===== src/rtl/instr_queue_if.sv =====
// ---------------------------------------------------------------------------
// instr_queue_if
// Groups the fetcher, ROB and decoder signals of the instruction fetch queue.
//   slave  : the queue itself (consumes fetcher/ROB/decoder inputs,
//            drives the fetch request and the decoder head entry)
//   master : the surrounding core (fetcher, ROB, decoder) or a testbench
// Signals:
//   is_stall_from_fc      fetcher request buffer full
//   is_finish_from_fc     one-cycle transaction-complete pulse
//   is_instr_from_fc      completing transaction is an instruction fetch
//   data_from_fc          fetched instruction word
//   addr_from_fc          address of the completed transaction
//   is_exception_from_rob redirect/flush request
//   pc_from_rob           restart PC
//   is_receive_from_dec   decoder pops the head entry
//   is_empty_to_fc        low while a fetch request is offered
//   addr_to_fc            fetch address
//   is_empty_to_dec       FIFO empty
//   instr_to_dec          head instruction word
//   pc_to_dec             head instruction PC
// ---------------------------------------------------------------------------
interface instr_queue_if;
    logic        is_stall_from_fc;
    logic        is_finish_from_fc;
    logic        is_instr_from_fc;
    logic [31:0] data_from_fc;
    logic [31:0] addr_from_fc;
    logic        is_exception_from_rob;
    logic [31:0] pc_from_rob;
    logic        is_receive_from_dec;
    logic        is_empty_to_fc;
    logic [31:0] addr_to_fc;
    logic        is_empty_to_dec;
    logic [31:0] instr_to_dec;
    logic [31:0] pc_to_dec;

    modport slave (
        input  is_stall_from_fc, is_finish_from_fc, is_instr_from_fc,
               data_from_fc, addr_from_fc, is_exception_from_rob,
               pc_from_rob, is_receive_from_dec,
        output is_empty_to_fc, addr_to_fc, is_empty_to_dec,
               instr_to_dec, pc_to_dec
    );

    modport master (
        output is_stall_from_fc, is_finish_from_fc, is_instr_from_fc,
               data_from_fc, addr_from_fc, is_exception_from_rob,
               pc_from_rob, is_receive_from_dec,
        input  is_empty_to_fc, addr_to_fc, is_empty_to_dec,
               instr_to_dec, pc_to_dec
    );
endinterface


===== src/rtl/instr_queue.sv =====
// ---------------------------------------------------------------------------
// instr_queue
// Instruction fetch queue: generates sequential PCs, issues one fetch request
// at a time, and buffers returned instruction words (with their PCs) in a
// 16-entry circular FIFO feeding the decoder. A ROB exception flushes the
// FIFO, restarts at the ROB PC and drops any response still in flight.
// Ports:
//   clk  : clock, all state changes on rising edge
//   rst  : asynchronous active-low reset
//   bus  : instr_queue_if.slave (fetcher, ROB and decoder signals)
// ---------------------------------------------------------------------------
module instr_queue #(
    parameter int unsigned QueueLength   = 15,
    parameter int unsigned PointerLength = 3,
    parameter int unsigned CountLength   = 4,
    parameter logic [31:0] ResetPc       = 32'h0
) (
    input  logic          clk,
    input  logic          rst,
    instr_queue_if.slave  bus
);
    localparam int unsigned Depth = QueueLength + 1;
    localparam logic [CountLength:0] FullCount = (CountLength + 1)'(Depth);

    typedef enum logic [1:0] {IDLE, REQ, WAIT, DROP} state_e;

    state_e                 state_q, state_d;
    logic [31:0]            pc_q, pc_d;
    logic [31:0]            addr_q, addr_d;
    logic [PointerLength:0] head_q, head_d;
    logic [PointerLength:0] tail_q, tail_d;
    logic [CountLength:0]   count_q, count_d;
    logic [31:0]            instr_mem_q [Depth];
    logic [31:0]            pc_mem_q    [Depth];

    logic instr_done;
    logic push;
    logic pop;

    // Only instruction-fetch completions matter; SLB completions are ignored.
    assign instr_done = bus.is_finish_from_fc & bus.is_instr_from_fc;

    always_comb begin
        // NOTE: every variable gets a default first so no path leaves it
        // unassigned, which would otherwise infer a latch.
        state_d = state_q;
        pc_d    = pc_q;
        addr_d  = addr_q;
        head_d  = head_q;
        tail_d  = tail_q;
        count_d = count_q;
        push    = 1'b0;
        pop     = 1'b0;

        if (bus.is_exception_from_rob) begin
            // Flush wins over everything; a same-edge push or pop is void.
            head_d  = '0;
            tail_d  = '0;
            count_d = '0;
            pc_d    = bus.pc_from_rob;
            case (state_q)
                // An unstalled REQ is accepted at this very edge.
                REQ:     state_d = bus.is_stall_from_fc ? IDLE : DROP;
                // A same-edge finish consumes the in-flight response.
                WAIT:    state_d = instr_done ? IDLE : DROP;
                DROP:    state_d = instr_done ? IDLE : DROP;
                default: state_d = IDLE;
            endcase
        end else begin
            push = (state_q == WAIT) && instr_done;
            pop  = bus.is_receive_from_dec && (count_q != '0);
            case (state_q)
                IDLE: begin
                    if (count_q != FullCount) begin
                        state_d = REQ;
                        addr_d  = pc_q;
                    end
                end
                REQ: begin
                    if (!bus.is_stall_from_fc) state_d = WAIT;
                end
                WAIT: begin
                    if (instr_done) begin
                        state_d = IDLE;
                        pc_d    = pc_q + 32'd4;
                    end
                end
                default: begin
                    if (instr_done) state_d = IDLE;
                end
            endcase
            if (push) tail_d = tail_q + 1'b1;
            if (pop)  head_d = head_q + 1'b1;
            case ({push, pop})
                2'b10:   count_d = count_q + 1'b1;
                2'b01:   count_d = count_q - 1'b1;
                default: count_d = count_q;
            endcase
        end
    end

    always_ff @(posedge clk or negedge rst) begin
        if (!rst) begin
            state_q <= IDLE;
            pc_q    <= ResetPc;
            addr_q  <= '0;
            head_q  <= '0;
            tail_q  <= '0;
            count_q <= '0;
            // NOTE: the entries are reset because the head entry is visible
            // to the decoder and must read as zero out of reset.
            for (int i = 0; i < int'(Depth); i++) begin
                instr_mem_q[i] <= '0;
                pc_mem_q[i]    <= '0;
            end
        end else begin
            // NOTE: sequential state uses non-blocking assignments so every
            // register samples the pre-edge values.
            state_q <= state_d;
            pc_q    <= pc_d;
            addr_q  <= addr_d;
            head_q  <= head_d;
            tail_q  <= tail_d;
            count_q <= count_d;
            if (push) begin
                instr_mem_q[tail_q] <= bus.data_from_fc;
                pc_mem_q[tail_q]    <= bus.addr_from_fc;
            end
        end
    end

    assign bus.is_empty_to_fc  = (state_q != REQ);
    assign bus.addr_to_fc      = addr_q;
    assign bus.is_empty_to_dec = (count_q == '0);
    assign bus.instr_to_dec    = instr_mem_q[head_q];
    assign bus.pc_to_dec       = pc_mem_q[head_q];
endmodule


===== src/flat_wrapper.sv =====
// flat-port wrapper written by rule: the top's interface ports become plain ports
module instr_queue_flat 
#(
    parameter int unsigned QueueLength   = 15,
    parameter int unsigned PointerLength = 3,
    parameter int unsigned CountLength   = 4,
    parameter logic [31:0] ResetPc       = 32'h0
)
  (clk, rst, bus_is_stall_from_fc, bus_is_finish_from_fc, bus_is_instr_from_fc, bus_data_from_fc, bus_addr_from_fc, bus_is_exception_from_rob, bus_pc_from_rob, bus_is_receive_from_dec, bus_is_empty_to_fc, bus_addr_to_fc, bus_is_empty_to_dec, bus_instr_to_dec, bus_pc_to_dec);
  instr_queue_if bus_i ();
  input  logic clk;
  input  logic rst;
  input wire logic [$bits(bus_i.is_stall_from_fc)-1:0] bus_is_stall_from_fc;
  input wire logic [$bits(bus_i.is_finish_from_fc)-1:0] bus_is_finish_from_fc;
  input wire logic [$bits(bus_i.is_instr_from_fc)-1:0] bus_is_instr_from_fc;
  input wire logic [$bits(bus_i.data_from_fc)-1:0] bus_data_from_fc;
  input wire logic [$bits(bus_i.addr_from_fc)-1:0] bus_addr_from_fc;
  input wire logic [$bits(bus_i.is_exception_from_rob)-1:0] bus_is_exception_from_rob;
  input wire logic [$bits(bus_i.pc_from_rob)-1:0] bus_pc_from_rob;
  input wire logic [$bits(bus_i.is_receive_from_dec)-1:0] bus_is_receive_from_dec;
  output wire logic [$bits(bus_i.is_empty_to_fc)-1:0] bus_is_empty_to_fc;
  output wire logic [$bits(bus_i.addr_to_fc)-1:0] bus_addr_to_fc;
  output wire logic [$bits(bus_i.is_empty_to_dec)-1:0] bus_is_empty_to_dec;
  output wire logic [$bits(bus_i.instr_to_dec)-1:0] bus_instr_to_dec;
  output wire logic [$bits(bus_i.pc_to_dec)-1:0] bus_pc_to_dec;
  assign bus_i.is_stall_from_fc = bus_is_stall_from_fc;
  assign bus_i.is_finish_from_fc = bus_is_finish_from_fc;
  assign bus_i.is_instr_from_fc = bus_is_instr_from_fc;
  assign bus_i.data_from_fc = bus_data_from_fc;
  assign bus_i.addr_from_fc = bus_addr_from_fc;
  assign bus_i.is_exception_from_rob = bus_is_exception_from_rob;
  assign bus_i.pc_from_rob = bus_pc_from_rob;
  assign bus_i.is_receive_from_dec = bus_is_receive_from_dec;
  assign bus_is_empty_to_fc = bus_i.is_empty_to_fc;
  assign bus_addr_to_fc = bus_i.addr_to_fc;
  assign bus_is_empty_to_dec = bus_i.is_empty_to_dec;
  assign bus_instr_to_dec = bus_i.instr_to_dec;
  assign bus_pc_to_dec = bus_i.pc_to_dec;
  instr_queue #(.QueueLength(QueueLength), .PointerLength(PointerLength), .CountLength(CountLength), .ResetPc(ResetPc)) u_core (.clk(clk), .rst(rst), .bus(bus_i));
endmodule

===== config.mk =====
export PLATFORM = sky130hd
export DESIGN_NAME = instr_queue_flat
export DESIGN_NICKNAME = d
export VERILOG_FILES = /design/src/rtl/instr_queue_if.sv /design/src/rtl/instr_queue.sv /design/src/flat_wrapper.sv
export SDC_FILE = /design/constraint.sdc
export NUM_CORES = 1
export LEC_CHECK = 0
export CAP_MARGIN = 10
export CORE_ASPECT_RATIO = 1.1
export CORE_MARGIN = 2
export CORE_UTILIZATION = 47
export CTS_CLUSTER_DIAMETER = 50
export DETAILED_ROUTE_END_ITERATION = 10
export HOLD_SLACK_MARGIN = 0.02
export PLACE_DENSITY_LB_ADDON = 0.2
export SYNTH_ARGS = -nofsm -noshare
export SYNTH_HDL_FRONTEND = slang
export SYNTH_SLANG_ARGS = --single-unit

===== constraint.sdc =====
create_clock -name clk -period 5.6 [get_ports clk]
set_input_delay 1.12 -clock clk [delete_from_list [all_inputs] [get_ports clk]]
set_output_delay 1.12 -clock clk [all_outputs]
set_load 0.02 [all_outputs]

==> impl_metrics.csv, run 1 <==
group,metric,value,unit
worst_setup_path,startpoint,"u_core.head_q[0]",
layout,multi_input_area,20800,um2
global_route,grt_pass1_wl,185,mm
synth,synth.distinct_cells,47,
power_and_ir_drop,fin_total_pwr,22400,uW
detailed_routing,vias,27105,
synth,synth_compound_area_share,0.601,%
floorplanning,dieArea,108000,um2
clock_network,cts.repair.resized,0,
worst_setup_path,r2r_setup_slack,2.40,ns
synth,synth_top_area_cell,"dfrtp_1",
detailed_routing,wl,118,mm
sta,setup_viol,0,
worst_setup_path,start_kind,"flop",
detailed_routing,drc,0,
worst_setup_path,critPathRequiredTime,4.48,ns
sta,fin_tns_setup,0,ns
detailed_routing,top_layer_used,"met5",
clock_network,clockBufferDepth,3,
worst_setup_path,r2r_start,"u_core.state_q[1]",
synth,ys_warn_count,0,
synth,synth_mux_area_share,38.9,%
floorplanning,die_y,344,um
floorplanning,pin_count,201,
worst_setup_path,rr_endpoint,"u_core.instr_mem_q[397]",
placement,placed_area,53000,um2
detailed_routing,met3_length,5.54,mm
placement,dpl.hpwl,68.3,mm
layout,instances_no_fill,4610,
clock_network,cts_buffers,130,
clock_network,cts_hold_buf,0,
synth,synth_top_family_by_area,"multiplexers",
synth,synth_top_area_share,55.9,%
placement,place_congestion,0.754,
sta,worstMarginPinSlew,1.28,ns
layout,nets,3229,
synth,synth_nets,3091,
detailed_routing,wl_met1,50.3,mm
clock_network,cts_tree,"yes",
global_route,antenna_found_initial,11,
global_route,grt_overflow,0,
global_route,grt_max_degree,143,
synth,yosysMostFrequentCell,"dfrtp_1",
sta,min_period,4.94,ns
layout,final_layout_size_suffix_gt1_share,52.2,%
worst_hold_path,min_path_type,"primary input to asynchronous set/reset pin",
sta,rsz0062_at_grt,"no",
clock_network,htree_levels,4,
clock_network,insertion_delay,0.72,ns
placement,dp.cells,4372,
worst_setup_path,worstPathArrival,3.82,ns
detailed_routing,avgViaCountPerCell,5.88,
layout,stdcell_area,57400,um2
layout,seqCellArea,27600,um2
outcome,outcome,"finished, final reports clean",
power_and_ir_drop,leakagePower,0.0273,uW
detailed_routing,wl_met2,59.1,mm
synth,synth-async-reset-ratio,100,%
global_route,grt_pass1_vias,30373,
layout,area_delta_synth_final,16.4,%
synth,ys_seq_elements,1103,
sta,hold_violations,0,
detailed_routing,drt_iter0_markers,1671,
worst_setup_path,end_kind,"output pin",
synth,avgSynthCellArea,16.6,um2
detailed_routing,ant_nets,0,
floorplanning,start_util,47.5,%
worst_setup_path,crit_type,"flop to output pin",
synth,synth_adder_area_share,0.203,%
detailed_routing,firstDrtPassIters,5,
synth,ys_top_cells_by_area,"dfrtp_1 (56%), mux2_2 (24%), mux4_2 (15%), clkbuf_1 (1.1%), buf_2 (0.79%)",
synth,ys_seq_area_share,55.9,%
clock_network,cts.sinks,1103,
synth,synthCells,2980,
clock_network,clk_pin_slew,0.06,ns
sta,drv_slew,0,
sta,slew_headroom,14.9,%
floorplanning,die_w,313,um
global_route,gr-usage-all-layers,22.6,%
sta,max_freq,203,MHz
worst_setup_path,path_max_fanout,34,
clock_network,postCtsSetupRepairBufs,0,
synth,ys.flop_type,"dfrtp_1",
sta,clock_skew,0.0187,ns
layout,fillers,8113,
floorplanning,core-area,104000,um2
worst_setup_path,reg2reg_depth,5,
synth,synth-xor-area-share,0.621,%
job,cap_violations,0,
power_and_ir_drop,peakVddDrop,0.337,mV
synth,synth_edf_count,0,
synth,synth_area,49300,um2
synth,synth_common_cells,"dfrtp_1 (1103), mux2_2 (1059), mux4_2 (320), clkbuf_1 (142), buf_2 (78)",
power_and_ir_drop,power_density,390,nW/um2
detailed_routing,post_drt_wl_per_cell,25.6,um
layout,final_core_util,55.3,%
sta,finalCritPeriodShare,88.2,%
floorplanning,std_cell_rows,124,
synth,synthSimpleGateAreaFrac,1.58,%
clock_network,cts-root-buf,"clkbuf_16",
placement,io_buffer_count,200,
-- how the worst max path moves through the flow --
stage / to / slack, ns / cells after the start
after global routing: bus_pc_to_dec[20] / 0.50 / 4
after global placement: bus_pc_to_dec[20] / 1.36 / 4
after floorplan: bus_instr_to_dec[13] / 2.29 / 5
final: bus_instr_to_dec[30] / 0.66 / 4
after CTS: bus_pc_to_dec[20] / 0.55 / 4
after detailed placement: u_core.instr_mem_q[392] / 1.23 / 6
-- critical path: stages, from the launching register on --
cell	delay (ns)
dfrtp_4	0.92
buf_4	0.40
mux4_2	0.53
mux4_2	0.59
clkdlybuf4s50_1	0.60
-- logic make-up (layout without fill, tap and decap cells) --
family	count (synthesis)	after routing
buffers and inverters	258	499
muxes	1383	1383
AOI/OAI and AO/OA	51	51
xor gates and xnor gates	35	35
other	0	3
DFF	1103	1103
adders and majority gates	8	8
and+or+nand+nor	142	142
-- state kept, by name, summed over array words and instances (netlist names) --
| signal | flops |
|---|---|
| u_core.pc_q | 32 |
| u_core.bus.addr_to_fc | 32 |
| u_core.count_q | 5 |
| u_core.pc_mem_q | 512 |
| u_core.head_q | 4 |
| u_core.tail_q | 4 |
| u_core.state_q | 2 |
| u_core.instr_mem_q | 512 |
-- final cells by class --
class / count / share of cell area, %
flip-flops and latches: 1103 / 48.1
multi-input cells: 1619 / 36.2
clock buffers: 190 / 6.78
repair buffers: 259 / 4.91
well taps: 1386 / 3.02
clock inverters: 45 / 1.02
inverters: 5 / 0.0327
diodes: 3 / 0.0131
-- power by group --
group / switching (uW) / leakage (uW) / internal, uW / total (uW)
Clock: 3380 / 0.00219 / 5280 / 8660
Sequential: 416 / 0.0152 / 8440 / 8850
Combinational: 2410 / 0.00994 / 2490 / 4900
Total: 6210 / 0.0273 / 16200 / 22400
-- metal layers --
layer / up-vias / GRT usage (%)
met5: - / 0
met1: 14838 / 30.1
met2: 579 / 37.6
li1: 11489 / -
met3: 185 / 4.62
met4: 14 / 6.66
-- per-stage QoR --
step,setup WS [ns],hold slack (ns)
floorplan,2.29,0.474
global placement,1.36,0.476
detailed placement,1.23,0.481
CTS,0.550,0.407
global route,0.498,0.451
finish,0.662,0.417
-- cells in the final DEF (no fill, tap or decap), drive strengths merged, types with 4 or more instances in the layout --
master,instances
and3,4
clkinvlp,5
buf,61
or4,4
clkbuf,190
nor2,16
clkdlybuf4s50,198
ha,8
o21ai,31
xnor2,12
nand2,66
dfrtp,1103
xor2,23
mux2,1061
nand3,11
nand4,12
nor3,10
inv,17
bufinv,9
mux4,320
a21oi,9
clkinv,19
No activity file was read; power rests on OpenSTA's default activity.
==> run 2: changes to the inputs <==
==> constraint.sdc (replaced) <==
create_clock -name clk -period 5.6 [get_ports clk]
set_input_delay 1.4 -clock clk [delete_from_list [all_inputs] [get_ports clk]]
set_output_delay 1.4 -clock clk [all_outputs]
set_load 0.02 [all_outputs]
==> run 2 against run 1 <==
Against the previous run: global-route usage increased by 0.50 points; count of clock-buffer cells in the layout decreased by 7; flip-flop and latch count unchanged; clock skew increased by 0.012 ns; non-clock buffer count increased by 19; critical path type unchanged; largest cell class unchanged.
==> impl_metrics.csv, run 2 (same netlist as run 1, synthesis figures left out) <==
group,metric,value,unit
layout,multi_input_area,20800,um2
detailed_routing,vias,27370,
sta,min_period,5.05,ns
clock_network,insertion_delay,0.74,ns
sta,worstMarginPinSlew,1.01,ns
placement,dpl.hpwl,68.6,mm
sta,slew_headroom,32.5,%
clock_network,cts-root-buf,"clkbuf_16",
clock_network,cts_tree,"yes",
clock_network,cts.sinks,1103,
worst_setup_path,crit_family,"multiplexers",
global_route,grt_pass1_vias,30989,
power_and_ir_drop,power_density,386,nW/um2
worst_hold_path,min_path_type,"flop to flop",
worst_setup_path,path_buf_inv,2,
floorplanning,pin_count,201,
detailed_routing,firstDrtPassIters,5,
worst_setup_path,slowest_delay,0.73,ns
clock_network,htree_levels,4,
global_route,antenna_found_initial,13,
clock_network,cts_buffers,131,
worst_hold_path,hold_path_end,"u_core.bus.addr_to_fc[19]",
layout,top_regs,"u_core.instr_mem_q: 512 flops, u_core.pc_mem_q: 512 flops",
power_and_ir_drop,p_sw,6160,uW
sta,drv_slew,0,
worst_setup_path,start_kind,"flop",
power_and_ir_drop,clkPwrFrac,38.1,%
worst_setup_path,worstPathArrival,3.65,ns
worst_setup_path,rr_endpoint,"u_core.instr_mem_q[207]",
worst_setup_path,path_cells,"buf_4 > mux4_2 > mux4_2 > clkdlybuf4s50_1",
clock_network,cts.repair.resized,0,
clock_network,clockBufferDepth,3,
global_route,gr-usage-all-layers,23.1,%
layout,nets,3249,
worst_setup_path,r2r_setup_slack,2.63,ns
detailed_routing,drc,0,
sta,max_freq,198,MHz
worst_setup_path,end_kind,"output pin",
detailed_routing,drt_iter0_markers,1434,
worst_setup_path,r2r_start,"u_core.state_q[0]",
global_route,grt_pass1_wl,189,mm
layout,seqCellArea,27600,um2
worst_setup_path,crit_type,"flop to output pin",
layout,final_cell_mix,"dfrtp_1 (1099), mux2_2 (1059), mux4_2 (320)",
layout,fillers,8201,
job,cap_violations,0,
layout,final_core_util,55.4,%
power_and_ir_drop,intPower,16100,uW
layout,area_delta_synth_final,16.7,%
floorplanning,core-area,104000,um2
detailed_routing,avgViaCountPerCell,5.91,
worst_hold_path,hold_path_startpoint,"u_core.bus.addr_to_fc[19]",
power_and_ir_drop,leakagePower,0.0273,uW
sta,fin_tns_setup,0,ns
sta,hold_violations,0,
power_and_ir_drop,switching_share,27.7,%
detailed_routing,wl,120,mm
outcome,outcome,"finished, final reports clean",
layout,layout_commonest_cell,"dfrtp_1",
worst_setup_path,path_max_fanout,21,
detailed_routing,post_drt_wl_per_cell,25.9,um
floorplanning,dieArea,108000,um2
floorplanning,die_w,313,um
power_and_ir_drop,peakVddDrop,0.256,mV
worst_setup_path,crit_top_cell,"mux4_2",
worst_hold_path,whs_path_depth,1,
layout,final_layout_size_suffix_gt1_share,52.3,%
placement,place_congestion,0.756,
floorplanning,die_y,344,um
sta,setup_viol,0,
worst_setup_path,reg2reg_depth,5,
worst_setup_path,slowest_stage,"dfrtp_4",
worst_setup_path,critPathRequiredTime,4.20,ns
power_and_ir_drop,seqPwrFrac,39.6,%
floorplanning,std_cell_rows,124,
clock_network,cts_hold_buf,0,
detailed_routing,ant_nets,0,
global_route,grt_overflow,0,
sta,rsz0062_at_grt,"no",
placement,io_buffer_count,200,
sta,finalCritPeriodShare,90.2,%
power_and_ir_drop,power_frac_comb,22.3,%
floorplanning,start_util,47.5,%
global_route,grt_max_degree,126,
sta,clock_skew,0.0305,ns
clock_network,clk_pin_slew,0.06,ns
clock_network,postCtsSetupRepairBufs,0,
==> run 2: cell count changes in the layout (fill, tap and decap cells not counted), sizes merged <==
| cell | change |
|---|---|
| buf | +19 |
| inv | -2 |
| diode | +4 |
| clkinv | +9 |
| clkbuf | -7 |
| clkinvlp | +3 |
| bufinv | -1 |
==> run 2: area by class of cell <==
cell class	count	share of cell area, %
Multi-Input combinational cell	1619	36.1
Tap cell	1386	3.01
Clock inverter	54	1.05
Sequential cell	1103	48.0
Antenna cell	7	0.0304
Clock buffer	183	6.55
Timing Repair Buffer	278	5.26
Inverter	5	0.0326
==> run 2: power by group through the flow <==
stage,sequential [uW],combinational [uW],clock (uW)
2_1_floorplan,8910,2980,0
6_report,8800,4950,8480
3_3_place_gp,8900,4990,0
4_1_cts,8810,5060,8690
3_5_place_dp,8940,5040,0
5_1_grt,8870,5300,9050
==> run 2: worst max-delay path by stage <==
stage / start / to / cells past startpoint
floorplan: u_core.head_q[0] / bus_instr_to_dec[13] / 5
global placement: u_core.head_q[0] / bus_instr_to_dec[24] / 4
detailed placement: u_core.head_q[0] / bus_pc_to_dec[0] / 4
CTS: u_core.head_q[0] / bus_instr_to_dec[24] / 4
global route: u_core.head_q[0] / bus_pc_to_dec[0] / 4
finish: u_core.head_q[0] / bus_instr_to_dec[30] / 4
==> run 2: per-layer routing <==
| metal | global-route usage [%] | vias up | share of wire [%] |
|---|---|---|---|
| li1 | - | 11521 | - |
| met3 | 4.97 | 187 | 5.0 |
| met5 | 0 | - | 0.077 |
| met4 | 7.43 | 14 | 2.6 |
| met2 | 37.9 | 573 | 49 |
| met1 | 30.8 | 15075 | 43 |
==> run 2: per-stage QoR <==
step | cell area, um2 | cells | power (uW) | hold WS (ns) | setup slack [ns]
after global routing | 57600 | 4634 | 23200 | 0.502 | 0.353
after detailed placement | 53200 | 4391 | 14000 | 0.478 | 1.23
after global placement | 53200 | 4391 | 13900 | 0.477 | 1.26
after CTS | 57500 | 4628 | 22600 | 0.496 | 0.438
final | 57600 | 4635 | 22200 | 0.491 | 0.546
after floorplan | 49300 | 2980 | 11900 | 0.474 | 2.01
